===== src/rtl/sort_stream_loader_pkg.sv =====
// Shared types and constants for the sort stream loader: FSM encoding,
// element width default and the pad value used for short vectors.
package sort_pkg;

  typedef enum logic [1:0] {
    FILL   = 2'd0,
    LAUNCH = 2'd1,
    WAIT   = 2'd2,
    OUT    = 2'd3
  } state_e;

  localparam int FIX_POINT_WIDTH_DEF = 16;

  // Signed minimum of a w-bit two's-complement value, so pads never win a max.
  function automatic logic [63:0] pad_of(input int w);
    return 64'd1 << (w - 1);
  endfunction

  localparam logic [FIX_POINT_WIDTH_DEF-1:0] PAD =
    FIX_POINT_WIDTH_DEF'(pad_of(FIX_POINT_WIDTH_DEF));

endpackage


===== src/rtl/sort_stream_loader_if.sv =====
// Bundle of the upstream element stream, sorter launch/finish and result stream.
interface sort_stream_loader_if
  import sort_pkg::*;
#(
  parameter int FIX_POINT_WIDTH = FIX_POINT_WIDTH_DEF,
  parameter int DATA_NUM        = 8
);
  localparam int LEN_W = $clog2(DATA_NUM + 1);

  logic                                s_valid;
  logic [FIX_POINT_WIDTH-1:0]          s_data;
  logic                                s_last;
  logic                                s_ready;
  logic [DATA_NUM*FIX_POINT_WIDTH-1:0] sort_data;
  logic                                sort_en;
  logic                                sort_finish;
  logic [FIX_POINT_WIDTH-1:0]          sort_max;
  logic                                m_valid;
  logic                                m_ready;
  logic [FIX_POINT_WIDTH-1:0]          m_data;
  logic [LEN_W-1:0]                    m_len;

  // Loader side.
  modport slave (
    input  s_valid, s_data, s_last, sort_finish, sort_max, m_ready,
    output s_ready, sort_data, sort_en, m_valid, m_data, m_len
  );

  // Environment side: upstream source, sorter and downstream sink.
  modport master (
    output s_valid, s_data, s_last, sort_finish, sort_max, m_ready,
    input  s_ready, sort_data, sort_en, m_valid, m_data, m_len
  );

endinterface


===== src/rtl/sort_stream_loader.sv =====
// Collects a stream of elements into a padded vector, launches the sorter,
// waits for its completion edge and hands the captured maximum downstream.
module sort_stream_loader
  import sort_pkg::*;
#(
  parameter int FIX_POINT_WIDTH = FIX_POINT_WIDTH_DEF,
  parameter int DATA_NUM        = 8
) (
  input  logic                 clk,
  input  logic                 rst,
  sort_stream_loader_if.slave  bus
);
  localparam int W     = FIX_POINT_WIDTH;
  localparam int LEN_W = $clog2(DATA_NUM + 1);
  localparam logic [W-1:0] PAD_LANE = W'(pad_of(W));

  typedef logic [DATA_NUM-1:0][W-1:0] lanes_t;

  state_e           state_q, state_d;
  logic [LEN_W-1:0] cnt_q, cnt_d;
  logic [LEN_W-1:0] m_len_q, m_len_d;
  lanes_t           lanes_q, lanes_d;
  logic [W-1:0]     m_data_q, m_data_d;
  logic             finish_q, finish_d;
  logic             accept, close, fin_rise;

  assign accept   = bus.s_valid && (state_q == FILL);
  // A last flag on the final lane coincides with the full-count close.
  assign close    = accept && (bus.s_last || (cnt_q == LEN_W'(DATA_NUM - 1)));
  // Only a fresh rising edge seen in WAIT counts; a stale high level does not.
  assign fin_rise = (state_q == WAIT) && bus.sort_finish && !finish_q;

  always_ff @(posedge clk) begin
    if (!rst) begin
      state_q  <= FILL;
      cnt_q    <= '0;
      lanes_q  <= '0;
      m_data_q <= '0;
      m_len_q  <= '0;
      finish_q <= 1'b0;
    end else begin
      state_q  <= state_d;
      cnt_q    <= cnt_d;
      lanes_q  <= lanes_d;
      m_data_q <= m_data_d;
      m_len_q  <= m_len_d;
      finish_q <= finish_d;
    end
  end

  always_comb begin
    state_d = state_q;
    unique case (state_q)
      FILL:    if (close) state_d = LAUNCH;
      LAUNCH:  state_d = WAIT;
      WAIT:    if (fin_rise) state_d = OUT;
      OUT:     if (bus.m_ready) state_d = FILL;
      default: state_d = FILL;
    endcase
  end

  always_comb begin
    cnt_d    = cnt_q;
    lanes_d  = lanes_q;
    m_len_d  = m_len_q;
    m_data_d = m_data_q;
    finish_d = bus.sort_finish;
    if (accept) begin
      for (int k = 0; k < DATA_NUM; k++) begin
        if (LEN_W'(k) == cnt_q)                lanes_d[k] = bus.s_data;
        else if (close && (LEN_W'(k) > cnt_q)) lanes_d[k] = PAD_LANE;
      end
      cnt_d = cnt_q + 1'b1;
      if (close) m_len_d = cnt_q + 1'b1;
    end
    if (fin_rise) m_data_d = bus.sort_max;
    if ((state_q == OUT) && bus.m_ready) cnt_d = '0;
  end

  always_comb begin
    bus.s_ready = (state_q == FILL);
    bus.sort_en = (state_q == LAUNCH);
    bus.m_valid = (state_q == OUT);
  end

  assign bus.sort_data = lanes_q;
  assign bus.m_data    = m_data_q;
  assign bus.m_len     = m_len_q;

endmodule


===== src/flat_wrapper.sv =====
// flat-port wrapper written by rule: the top's interface ports become plain ports
module sort_stream_loader_flat import sort_pkg::*;
#(
  parameter int FIX_POINT_WIDTH = FIX_POINT_WIDTH_DEF,
  parameter int DATA_NUM        = 8
)
  (clk, rst, bus_s_valid, bus_s_data, bus_s_last, bus_sort_finish, bus_sort_max, bus_m_ready, bus_s_ready, bus_sort_data, bus_sort_en, bus_m_valid, bus_m_data, bus_m_len);
  sort_stream_loader_if #(.FIX_POINT_WIDTH(FIX_POINT_WIDTH), .DATA_NUM(DATA_NUM)) bus_i ();
  input  logic clk;
  input  logic rst;
  input wire logic [$bits(bus_i.s_valid)-1:0] bus_s_valid;
  input wire logic [$bits(bus_i.s_data)-1:0] bus_s_data;
  input wire logic [$bits(bus_i.s_last)-1:0] bus_s_last;
  input wire logic [$bits(bus_i.sort_finish)-1:0] bus_sort_finish;
  input wire logic [$bits(bus_i.sort_max)-1:0] bus_sort_max;
  input wire logic [$bits(bus_i.m_ready)-1:0] bus_m_ready;
  output wire logic [$bits(bus_i.s_ready)-1:0] bus_s_ready;
  output wire logic [$bits(bus_i.sort_data)-1:0] bus_sort_data;
  output wire logic [$bits(bus_i.sort_en)-1:0] bus_sort_en;
  output wire logic [$bits(bus_i.m_valid)-1:0] bus_m_valid;
  output wire logic [$bits(bus_i.m_data)-1:0] bus_m_data;
  output wire logic [$bits(bus_i.m_len)-1:0] bus_m_len;
  assign bus_i.s_valid = bus_s_valid;
  assign bus_i.s_data = bus_s_data;
  assign bus_i.s_last = bus_s_last;
  assign bus_i.sort_finish = bus_sort_finish;
  assign bus_i.sort_max = bus_sort_max;
  assign bus_i.m_ready = bus_m_ready;
  assign bus_s_ready = bus_i.s_ready;
  assign bus_sort_data = bus_i.sort_data;
  assign bus_sort_en = bus_i.sort_en;
  assign bus_m_valid = bus_i.m_valid;
  assign bus_m_data = bus_i.m_data;
  assign bus_m_len = bus_i.m_len;
  sort_stream_loader #(.FIX_POINT_WIDTH(FIX_POINT_WIDTH), .DATA_NUM(DATA_NUM)) u_core (.clk(clk), .rst(rst), .bus(bus_i));
endmodule

===== config.mk =====
export PLATFORM = sky130hd
export DESIGN_NAME = sort_stream_loader_flat
export DESIGN_NICKNAME = d
export VERILOG_FILES = /design/src/rtl/sort_stream_loader_pkg.sv /design/src/rtl/sort_stream_loader_if.sv /design/src/rtl/sort_stream_loader.sv /design/src/flat_wrapper.sv
export SDC_FILE = /design/constraint.sdc
export NUM_CORES = 1
export LEC_CHECK = 0
export BUFFER_PORTS_ARGS = -buffer_cell sky130_fd_sc_hd__buf_2
export CELL_PAD_IN_SITES_DETAIL_PLACEMENT = 1
export CELL_PAD_IN_SITES_GLOBAL_PLACEMENT = 1
export CORE_MARGIN = 3
export CORE_UTILIZATION = 39
export CTS_CLUSTER_SIZE = 16
export DETAILED_ROUTE_END_ITERATION = 12
export HOLD_SLACK_MARGIN = 0.08
export PLACE_DENSITY_LB_ADDON = 0.1
export SETUP_SLACK_MARGIN = 0.4
export SLEW_MARGIN = 25
export SYNTH_ARGS = -nofsm -noshare
export SYNTH_HDL_FRONTEND = slang
export SYNTH_SLANG_ARGS = --single-unit

===== constraint.sdc =====
create_clock -name clk -period 4.4 [get_ports clk]
set_clock_uncertainty 0.15 [all_clocks]
set_input_delay 0.66 -clock clk [delete_from_list [all_inputs] [get_ports clk]]
set_output_delay 0.66 -clock clk [all_outputs]
set_load 0.02 [all_outputs]

# Word-level counts from Yosys, hierarchy flattened

Index checks and enable logic that the tools add are counted.

Register bits: 155
Bits of input ports: 38
Output and inout port bits: 151
Logic and storage cells: 93

Add/subtract/negate cells: 1
$lt $le $gt $ge: 8
Equality and inequality tests: 14
Muxes and demuxes: 20
Bitwise gates (word level): 1
Reduce and logical (&&, ||, !) cells: 36

Operator list:

| kind                                                                    | number |
|---|---|
| 16-bit 2-to-1 mux                                                       | 16 |
| 2-bit AND reduction                                                     | 9 |
| 3-bit by 4-bit == test with 1-bit output, first input constant          | 4 |
| 3-bit by 4-bit > comparator with 1-bit output, first input constant     | 4 |
| 2-bit nonzero test                                                      | 8 |
| 1-bit logical AND                                                       | 13 |
| 2-bit by 4-bit == test with 1-bit output, first input constant          | 2 |
| 1-bit by 4-bit > comparator with 1-bit output, first input constant     | 2 |
| 2-bit by 4-bit > comparator with 1-bit output, first input constant     | 2 |
| 2-bit case mux with 4 select lines                                      | 1 |
| 2-bit 2-to-1 mux                                                        | 3 |
| 4-bit by 1-bit adder with 4-bit output, second input constant           | 1 |
| 1-bit by 4-bit == test with 1-bit output, first input constant          | 1 |
| 2-bit == test, second input constant                                    | 2 |
| 4-bit by 3-bit == test with 1-bit output, second input constant         | 1 |
| 4-bit logical NOT                                                       | 1 |
| 2-bit by 1-bit inequality test with 1-bit output, second input constant | 2 |
| 3-bit AND reduction                                                     | 1 |
| 2-bit by 1-bit == test with 1-bit output, second input constant         | 1 |
| 2-bit logical NOT                                                       | 1 |
| 2-bit inequality test, second input constant                            | 1 |
| 2-bit OR reduction                                                      | 1 |
| 1-bit logical NOT                                                       | 1 |
| 1-bit logical OR                                                        | 1 |
| 1-bit inverter                                                          | 1 |

# Logic depth before layout (Yosys ltp)

Gate-level depths: netlist of the first run.

Word-level depth: 6
Depth in mapped cells: 8
Depth with buffers taken out: 6

# Least setup slack after synthesis of the first run

OpenSTA, ideal clock, no wires.

Path kind: input port to flip-flop
Start: in bus_s_last
End: reg u_core.lanes_q, in the netlist u_core.bus.sort_data[101]
Library setup time: 0.117 ns
Arrival: 1.890 ns
Data required time: 4.133 ns
Path slack: 2.243 ns
Stages on the path: 7
Buffers on the path: 3
Cells stage by stage: buf_2 -> clkinv_1 -> a221o_1 -> and3_1 -> buf_6 -> buf_6 -> a22o_1

Longest elaborated chain between the ends: 5

RTL lines:

| element                       | RTL line                 | RTL |
|---|---|---|
| start: declaration            | flat_wrapper.sv:13       | `input wire logic [$bits(bus_i.s_last)-1:0] bus_s_last;` |
| 1-bit logical OR              | sort_stream_loader.sv:29 | `assign close = accept && (bus.s_last \|\| (cnt_q == LEN_W'(DATA_NUM - 1)));` |
| 1-bit logical AND             | sort_stream_loader.sv:29 |  |
| 1-bit logical AND             | sort_stream_loader.sv:71 | `else if (close && (LEN_W'(k) > cnt_q)) lanes_d[k] = PAD_LANE;` |
| 2-bit nonzero test (no line)  | --                       |  |
| 2-bit AND reduction (no line) | --                       |  |
| end signal: assignment        | sort_stream_loader.sv:44 | `lanes_q <= lanes_d;` |
| end: declaration              | sort_stream_loader.sv:22 | `lanes_t lanes_q, lanes_d;` |

No other way between the ends.
A chain may end at the register's enable or synchronous reset.

# Worst setup path in the final report of the first run

Start: reg u_core.state_q[0]
End: reg u_core.lanes_q, in the netlist u_core.bus.sort_data[89]

Longest elaborated chain between the ends: 6

RTL lines:

| element                         | RTL line                 | RTL |
|---|---|---|
| start: declaration              | sort_stream_loader.sv:19 | `state_e state_q, state_d;` |
| start signal: assignment        | sort_stream_loader.sv:42 | `state_q <= state_d;` |
| 2-bit logical NOT *             | sort_stream_loader.sv:27 | `assign accept = bus.s_valid && (state_q == FILL);` |
| 1-bit logical AND *             | sort_stream_loader.sv:27 |  |
| 1-bit logical AND               | sort_stream_loader.sv:29 |  |
| 1-bit logical AND               | sort_stream_loader.sv:71 |  |
| 2-bit nonzero test (no line)    | --                       |  |
| 2-bit AND reduction (no line) * | --                       |  |

Mark *: on every way between the ends. The rest lies on a longest branch, timed or not.

==> key figures, run 1 <==
Outcome
  – Status: finished, final reports clean

Setup path
  – Buf/Inv on CP: 1
  – Critical path's top delay family: simple AND/OR/NAND/NOR gates
  – Arr. time, crit path: 2640 ps
  – Worst setup path startpoint: u_core.state_q[0]
  – CP Class: reg2reg
  – Req. time, crit path: 4610 ps
  – FF-to-FF path depth: 6
  – Reg-to-Reg End: u_core.bus.sort_data[89]
  – CP max FO: 15
  – Reg2reg setup slack: 1970 ps
  – Critical-path cell list: inv_1 -> ha_1 -> and3b_1 -> a32oi_1 -> and2_1 -> a22o_1
  – CP Capture Type: register
  – CP peak stage delay: 600 ps
  – Critical R2R Launch: u_core.state_q[0]
  – Slowest-stage cell, CP: and2_1
  – Crit start category: register

Clock tree
  – H-Tree Level Count: 4
  – Worst-Skew Late Latency: 420 ps
  – CTS Hold Bufs: 0
  – CTS Sinks: 155
  – CTS buffer count: 17
  – Clock Tree Buf Depth: 2
  – Setup Buffers After CTS: 0
  – CTS tree: built
  – CTS clk-pin slew, worst paths: 60 ps
  – Clk root buf: clkbuf_16
  – Resized Gates After CTS: 0

Hold path
  – Hold Crit Depth: 2
  – Hold EP: u_core.bus.sort_data[0]
  – Worst min-delay path category: reg2reg
  – Hold path start: u_core.bus.sort_data[0]

Place
  – RD Place Congestion: 0.816
  – Pre-CTS WS: 1910 ps
  – DP HPWL: 12.8 mm
  – Number of cells after detailed placement: 904
  – Buffers on Ports: 188

STA
  – Total negative slack: 0 ps
  – Final worst-path cycle share: 55.3%
  – Endpoints failing setup: 0
  – Top achievable clock speed: 411 MHz
  – Max_slew headroom: 38.1%
  – Pins Over Slew Limit: 0
  – WHS: 301 ps
  – Final Hold Viols: 0
  – Min Clock Period, post-route: 2430 ps
  – Worst setup margin: 1970 ps
  – RSZ-0062 raised after global routing: no
  – Least-Margin Pin Slew: 928 ps

Global route
  – Grt ovf: 0
  – Antenna violations before repair: 0
  – Total GRT Usage: 22.4%
  – Largest net degree at the start of global routing: 91
  – Vias in the first global route: 5051
  – Global-route wire length before repair: 28.0 mm

Drt
  – Via count: 5001
  – Drt first pass iters: 4
  – Routed WL: 17.9 mm
  – Antenna viol nets, final: 0
  – First-iteration detailed-routing DRC count: 349
  – Vias per std cell: 5.35
  – Drt drc: 0
  – Post-DR wirelength/cell: 19.2 um

Synth
  – Seq/Total Area, Yosys: 55.7%
  – Area share of the largest cell type after synthesis: 55.7%
  – Ys Warns: 0
  – Number of distinct library cells after synthesis: 42
  – Avg Inst Size Synth: 9.40 um2
  – Synthesized flop and latch total: 155
  – EDFF count, synth: 0
  – Post-Syn Area: 5570 um2
  – Synth area leader: dfxtp_1
  – Top cells by area in the synthesized netlist: dfxtp_1 (56%), a22oi_1 (10%), nor2_1 (5.8%), nand2_1 (5.3%), a22o_1 (4.7%)
  – Syn Inst Count: 592
  – Syn nets: 639
  – Fraction of registers with async set/reset: 0%
  – Post-synth top flop: dfxtp_1

Final layout
  – Layout Cells excl Fill: 935
  – Syn-to-layout area delta: 28.1%
  – # nets final: 790
  – Layout cells sized above 1: 30.3%
  – Antenna diodes: 0

Die
  – Chip width: 125 um
  – Die H: 125 um
  – IO Pins: 189
  – Core footprint: 13900 um2
  – Row count: 43
  – Initial Utilization: 39.9%
  – Total die area: 15700 um2

Power
  – Leak: 3.26 nW
  – PwrDens: 537 nW/um2
  – Peak supply drop: 0.274 mV

Flow run
  – # Max-Cap Violations: 0
-- how the worst max path moves through the flow --
stage	cells after the start	end	slack [ps]
6_report	6	u_core.bus.sort_data[89]	1970
5_1_grt	6	u_core.bus.sort_data[42]	1750
4_1_cts	5	u_core.bus.sort_data[45]	1900
3_5_place_dp	5	u_core.bus.sort_data[45]	1910
3_3_place_gp	4	u_core.bus.sort_data[127]	2000
2_1_floorplan	7	u_core.bus.sort_data[101]	2240
-- placed cells by master, fill, tap and decap left out, types with 2 or more instances in the layout --
master,count
bufinv_16,3
clkinv_4,2
buf_2,188
ha_1,9
a311oi_1,2
nand3_1,3
dfxtp_1,155
and2_1,6
a22o_1,30
a21oi_1,35
clkinv_2,4
nor2_2,2
and4b_1,2
nor2_1,84
inv_1,11
buf_4,2
and3_1,3
clkbuf_8,3
a221oi_1,6
nand2_1,79
xor2_1,2
a22oi_1,75
o21ai_2,2
clkbuf_16,17
mux2i_1,6
-- final cells by class --
cell class,instances,area (um2)
fill,1657,6810
multi-input combinational,366,2180
clock buffer,21,470
sequential,155,3100
inverter,13,50.0
tap,180,225
clock inverter,10,139
timing repair buffer,190,956
-- cell families after synthesis --
group | synth area share, %
and+or+nand+nor | 14.4
AOI/OAI and AO/OA | 20.6
DFF | 55.7
buffers and inverters | 5.42
adders and majority gates | 2.02
muxes | 1.28
xor gates and xnor gates | 0.472
-- power by group --
group	leakage, nW	internal, mW	switching (mW)	total [mW]
registers	1.25	1.50	0.0747	1.58
clock network	0.299	0.935	0.567	1.50
logic	1.71	0.223	0.523	0.746
total	3.26	2.66	1.17	3.83
-- layer usage --
layer / vias up / global-route usage, % / routed length (um)
li1: 2353 / - / -
met1: 2442 / 29.7 / 8100
met2: 188 / 35.5 / 8230
met3: 18 / 6.92 / 1360
met4: 0 / 6.38 / 225
met5: - / 0 / 0
-- through the flow --
| step | total power [mW] | util [%] | instance area, um2 |
|---|---|---|---|
| floorplan | 2.10 | - | 5570 |
| global placement | 2.32 | 46.6 | 6500 |
| detailed placement | 2.36 | 46.7 | 6510 |
| CTS | 3.87 | 51.1 | 7120 |
| global route | 4.01 | 51.2 | 7130 |
| finish | 3.83 | 51.2 | 7130 |
-- state kept, by name (all words and copies together), names as in the netlist --
name / flops
u_core.cnt_q: 4
u_core.bus.m_len: 4
u_core.finish_q: 1
u_core.state_q: 2
u_core.bus.sort_data: 128
u_core.bus.m_data: 16
-- tightest hold or removal path, cell delays in order (launching register included) --
cell,delay (ps)
dfxtp_1,300
nand2_1,50
a21oi_1,50
-- synth_stat cells, types with 2 or more instances --
| library cell | instances |
|---|---|
| a22oi_1 | 75 |
| nand3_1 | 3 |
| a22o_1 | 30 |
| a221oi_1 | 6 |
| mux2i_1 | 6 |
| and4b_1 | 2 |
| buf_6 | 2 |
| inv_1 | 11 |
| nand2_1 | 79 |
| and3_1 | 3 |
| and2_1 | 6 |
| nor2_1 | 86 |
| dfxtp_1 | 155 |
| clkbuf_1 | 42 |
| ha_1 | 9 |
| buf_2 | 13 |
| a21oi_1 | 35 |
| o21ai_1 | 3 |
| xor2_1 | 2 |
| a311oi_1 | 2 |
Note: power is estimated with default switching activity, not from simulation.
==> inputs of run 2 (changes only) <==
- CORE_UTILIZATION: 39 -> 33
- clock period: 4.4 -> 2.1 ns (I/O delays scaled with it)
==> key figures, run 2 (same netlist as run 1, synthesis figures left out) <==
Drt
  – Routed WL: 20.6 mm
  – Vias per std cell: 5.09
  – Drt drc: 0
  – Antenna viol nets, final: 0
  – Via count: 5218
  – Drt first pass iters: 4
  – First-iteration detailed-routing DRC count: 291
  – Post-DR wirelength/cell: 20.1 um

Global route
  – Total GRT Usage: 21.0%
  – Grt ovf: 0
  – Vias in the first global route: 5238
  – Antenna violations before repair: 0
  – Global-route wire length before repair: 29.7 mm
  – Largest net degree at the start of global routing: 64

Place
  – RD Place Congestion: 0.820
  – DP Area: 6690 um2
  – Number of cells after detailed placement: 953
  – Buffers on Ports: 188
  – DP HPWL: 13.7 mm

Die
  – Total die area: 18500 um2
  – Die H: 136 um
  – Core footprint: 16200 um2
  – Row count: 46
  – Initial Utilization: 34.4%
  – Chip width: 136 um
  – IO Pins: 189

Final layout
  – Layout cells sized above 1: 39.9%
  – Syn-to-layout area delta: 44.2%
  – Commonest non-fill, non-tap cell in the layout: buf_2
  – Core Util, Final: 49.6%
  – Filler cell count in the final layout: 1846
  – Antenna diodes: 0
  – # nets final: 844
  – Layout Cells excl Fill: 1026
  – Commonest cells after routing, fill and taps aside: buf_2 (185), dfxtp_1 (149), nor2_1 (86)
  – Post-route cell area: 8030 um2
  – Largest register FFs: 128

STA
  – Total negative slack: 0 ps
  – Final Hold Viols: 0
  – Pins Over Slew Limit: 0
  – Min Clock Period, post-route: 1820 ps
  – Least-Margin Pin Slew: 374 ps
  – Max_slew headroom: 75.0%
  – Top achievable clock speed: 551 MHz
  – Final worst-path cycle share: 86.5%
  – Endpoints failing setup: 0
  – RSZ-0062 raised after global routing: yes

Setup path
  – CP max FO: 8
  – Arr. time, crit path: 1990 ps
  – Req. time, crit path: 2270 ps
  – Crit start category: register
  – CP Capture Type: register
  – CP Class: reg2reg

Clock tree
  – Clock Tree Buf Depth: 2
  – Clk root buf: clkbuf_16
  – CTS clk-pin slew, worst paths: 60 ps
  – CTS Sinks: 155
  – CTS tree: built
  – H-Tree Level Count: 4
  – Worst-Skew Late Latency: 420 ps
  – CTS buffer count: 17

Power
  – Total power: 8.69 mW
  – Leak: 3.58 nW
  – PwrDens: 1080 nW/um2
  – Peak supply drop: 0.628 mV

Hold path
  – Worst min-delay path category: in2reg

Outcome
  – Status: finished, final reports clean

Flow run
  – # Max-Cap Violations: 0
-- run 2: cell count changes in the layout (fill, tap and decap cells not counted), sizes merged --
cell / change
dlygate4sd3: +20
clkinvlp: +6
inv: +3
clkbuf: -1
buf: +30
clkinv: -2
and2: +1
bufinv: -2
-- run 2: final timing paths --
path | from | to | slack (ps) | depth (start not counted)
setup / recovery | u_core.state_q[1] | u_core.bus.sort_data[94] | 280 | 7
hold / removal | bus_s_data[3] | u_core.bus.sort_data[3] | 90 | 3
setup reg to reg | u_core.state_q[1] | u_core.bus.sort_data[94] | 280 | 7
hold reg to reg | u_core.bus.m_data[8] | u_core.bus.m_data[8] | 300 | 2
-- run 2: final cells by class --
cell class,instances,area [um2],area share (%)
sequential,155,3120,38.9
clock buffer,17,425,5.30
tap,216,270,3.37
multi-input combinational,367,2460,30.6
timing repair buffer,243,1550,19.3
inverter,13,58.8,0.733
clock inverter,15,140,1.75
-- run 2: through the flow --
stage	hold WS, ps	worst slack (ps)
finish	94.4	284
global route	101	251
CTS	81.0	317
detailed placement	296	-64.5
global placement	290	2.39
floorplan	287	259
-- run 2: power breakdown --
group | switching [mW] | internal [mW] | leakage [nW]
sequential | 0.163 | 3.17 | 1.26
combinational | 1.39 | 1.02 | 2.06
clock | 1.30 | 1.65 | 0.261
total | 2.86 | 5.83 | 3.58
-- run 2: repair_timing --
item                       CTS  global route
cloned                       1             4
pin swaps                    9             9
setup endpoints to repair  129           120
hold endpoints to repair    20             0
gates resized for setup     41            56
hold buffers                20             0
buffers inserted            11             5
-- run 2: layer usage --
| layer | share of wire, % | up-vias | wire, um | GRT usage, % |
|---|---|---|---|---|
| met2 | 50 | 154 | 10300 | 35.2 |
| li1 | - | 2473 | - | - |
| met1 | 42 | 2573 | 8690 | 26.4 |
| met3 | 6.7 | 18 | 1380 | 5.66 |
| met4 | 1.5 | 0 | 314 | 6.77 |
| met5 | 0 | - | 0 | 0 |
-- run 2: worst max-delay path, cell delays in order, from the launching register on --
cell and delay, ps:
dfxtp_4 360, inv_4 70, ha_4 160, and3b_2 260
a32oi_2 140, and2_4 210, buf_8 140, a22o_1 220
==> inputs of run 3 (changes only) <==
- clock period: 2.1 -> 1.5 ns (I/O delays scaled with it)
==> key figures, run 3 (same netlist as run 1, synthesis figures left out) <==
Outcome
  – Status: finished, violations left
  – Failing checks: setup timing

Setup path
  – CP max FO: 8
  – CP Capture Type: register
  – CP Class: reg2reg
  – Arr. time, crit path: 2090 ps
  – Crit start category: register
  – Req. time, crit path: 1710 ps

Place
  – RD Place Congestion: 0.839
  – DP HPWL: 14.0 mm
  – Pre-CTS WS: -301 ps
  – Buffers on Ports: 188
  – DP Area: 7270 um2

Die
  – Initial Utilization: 34.4%
  – Core footprint: 16200 um2
  – Total die area: 18500 um2
  – Row count: 46
  – Die H: 136 um
  – Chip width: 136 um
  – IO Pins: 189

Clock tree
  – CTS Sinks: 155
  – Clk root buf: clkbuf_16
  – CTS tree: built
  – H-Tree Level Count: 4
  – Clock Tree Buf Depth: 2
  – Worst-Skew Late Latency: 440 ps
  – CTS clk-pin slew, worst paths: 60 ps
  – CTS buffer count: 17

STA
  – RSZ-0062 raised after global routing: yes
  – Final worst-path cycle share: 126%
  – Worst setup margin: -383 ps
  – Final Hold Viols: 0
  – Min Clock Period, post-route: 1880 ps
  – Least-Margin Pin Slew: 442 ps
  – Pins Over Slew Limit: 0
  – Max_slew headroom: 70.5%
  – Top achievable clock speed: 531 MHz
  – Endpoints failing setup: 156

Global route
  – Largest net degree at the start of global routing: 69
  – Global-route wire length before repair: 32.8 mm
  – Grt ovf: 0
  – Antenna violations before repair: 0
  – Vias in the first global route: 5843
  – Total GRT Usage: 23.2%

Final layout
  – Post-route cell area: 10800 um2
  – Register area: 3280 um2
  – Antenna diodes: 0
  – Syn-to-layout area delta: 94.0%
  – Commonest non-fill, non-tap cell in the layout: buf_6
  – # nets final: 957
  – Layout cells sized above 1: 68.9%
  – Commonest cells after routing, fill and taps aside: buf_6 (163), dfxtp_2 (138), buf_4 (97)
  – Largest register FFs: 128
  – Filler cell count in the final layout: 1622
  – Core Util, Final: 66.8%
  – Area of the multi-input gates: 2950 um2

Power
  – Leak: 4.60 nW
  – Total power: 14.2 mW
  – Peak supply drop: 0.956 mV
  – PwrDens: 1310 nW/um2

Drt
  – Via count: 5964
  – Post-DR wirelength/cell: 23.5 um
  – Drt first pass iters: 4
  – Drt drc: 0
  – Vias per std cell: 5.24
  – Routed WL: 26.7 mm
  – Antenna viol nets, final: 0
  – First-iteration detailed-routing DRC count: 361

Hold path
  – Worst min-delay path category: in2reg

Flow run
  – # Max-Cap Violations: 0
-- run 3: cell count changes in the layout (fill, tap and decap cells not counted), moves of 23 or more --
cell and change:
a21oi_1 -23, a22oi_1 -37, a22oi_2 +37, buf_2 -148, buf_4 +77, buf_6 +154, dfxtp_1 -134, dfxtp_2 +137
-- run 3: worst max-delay path, cell delays in order, from the launching register on --
cell      delay (ps)
dfxtp_2          340
inv_4             70
ha_4             170
and4bb_4         330
buf_6            120
and2_4           160
buf_12           140
nand2_1          110
a21oi_2          200
-- run 3: through the flow --
stage | instances | hold WS [ps] | TNS, ps
2_1_floorplan | 592 | 197 | -27470
3_3_place_gp | 994 | 291 | -24620
3_5_place_dp | 994 | 297 | -31450
4_1_cts | 1088 | 69.8 | -31200
5_1_grt | 1139 | 113 | -51790
6_report | 1139 | 110 | -41950
-- run 3: final timing paths --
path	from	to	depth (start not counted)	slack [ps]
worst max-delay path	u_core.state_q[0]	u_core.bus.sort_data[0]	8	-380
worst min-delay path	bus_s_data[15]	u_core.bus.sort_data[95]	5	110
worst max register to register	u_core.state_q[0]	u_core.bus.sort_data[0]	8	-380
worst min register to register	u_core.bus.sort_data[7]	u_core.bus.sort_data[7]	2	310
-- run 3: cell type report --
cell class	count	share of cell area [%]
tap	216	2.50
timing repair buffer	357	33.5
multi-input combinational	366	27.3
sequential	155	30.4
clock inverter	15	1.82
clock buffer	17	3.94
inverter	13	0.521
-- run 3: timing repair --
action	4_1_cts	5_1_grt
gates resized for setup	180	443
endpoints found under the setup margin	305	306
endpoints found under the hold margin	62	0
gates cloned	4	3
setup buffers	22	48
hold buffers	36	0
pin swaps	42	70
-- run 3: where the power goes --
part	total (mW)	switching [mW]	leakage, nW	internal (mW)
logic	4.77	2.43	2.97	2.34
clock network	4.66	1.98	0.301	2.68
registers	4.76	0.281	1.32	4.47
total	14.2	4.70	4.60	9.49
-- run 3: routing by layer --
metal	vias to the layer above	wire, um	global-route usage [%]
met5	-	0	0
met4	0	697	5.88
met3	43	1880	6.62
met2	229	14500	41.1
met1	2995	9630	27.6
li1	2697	-	-
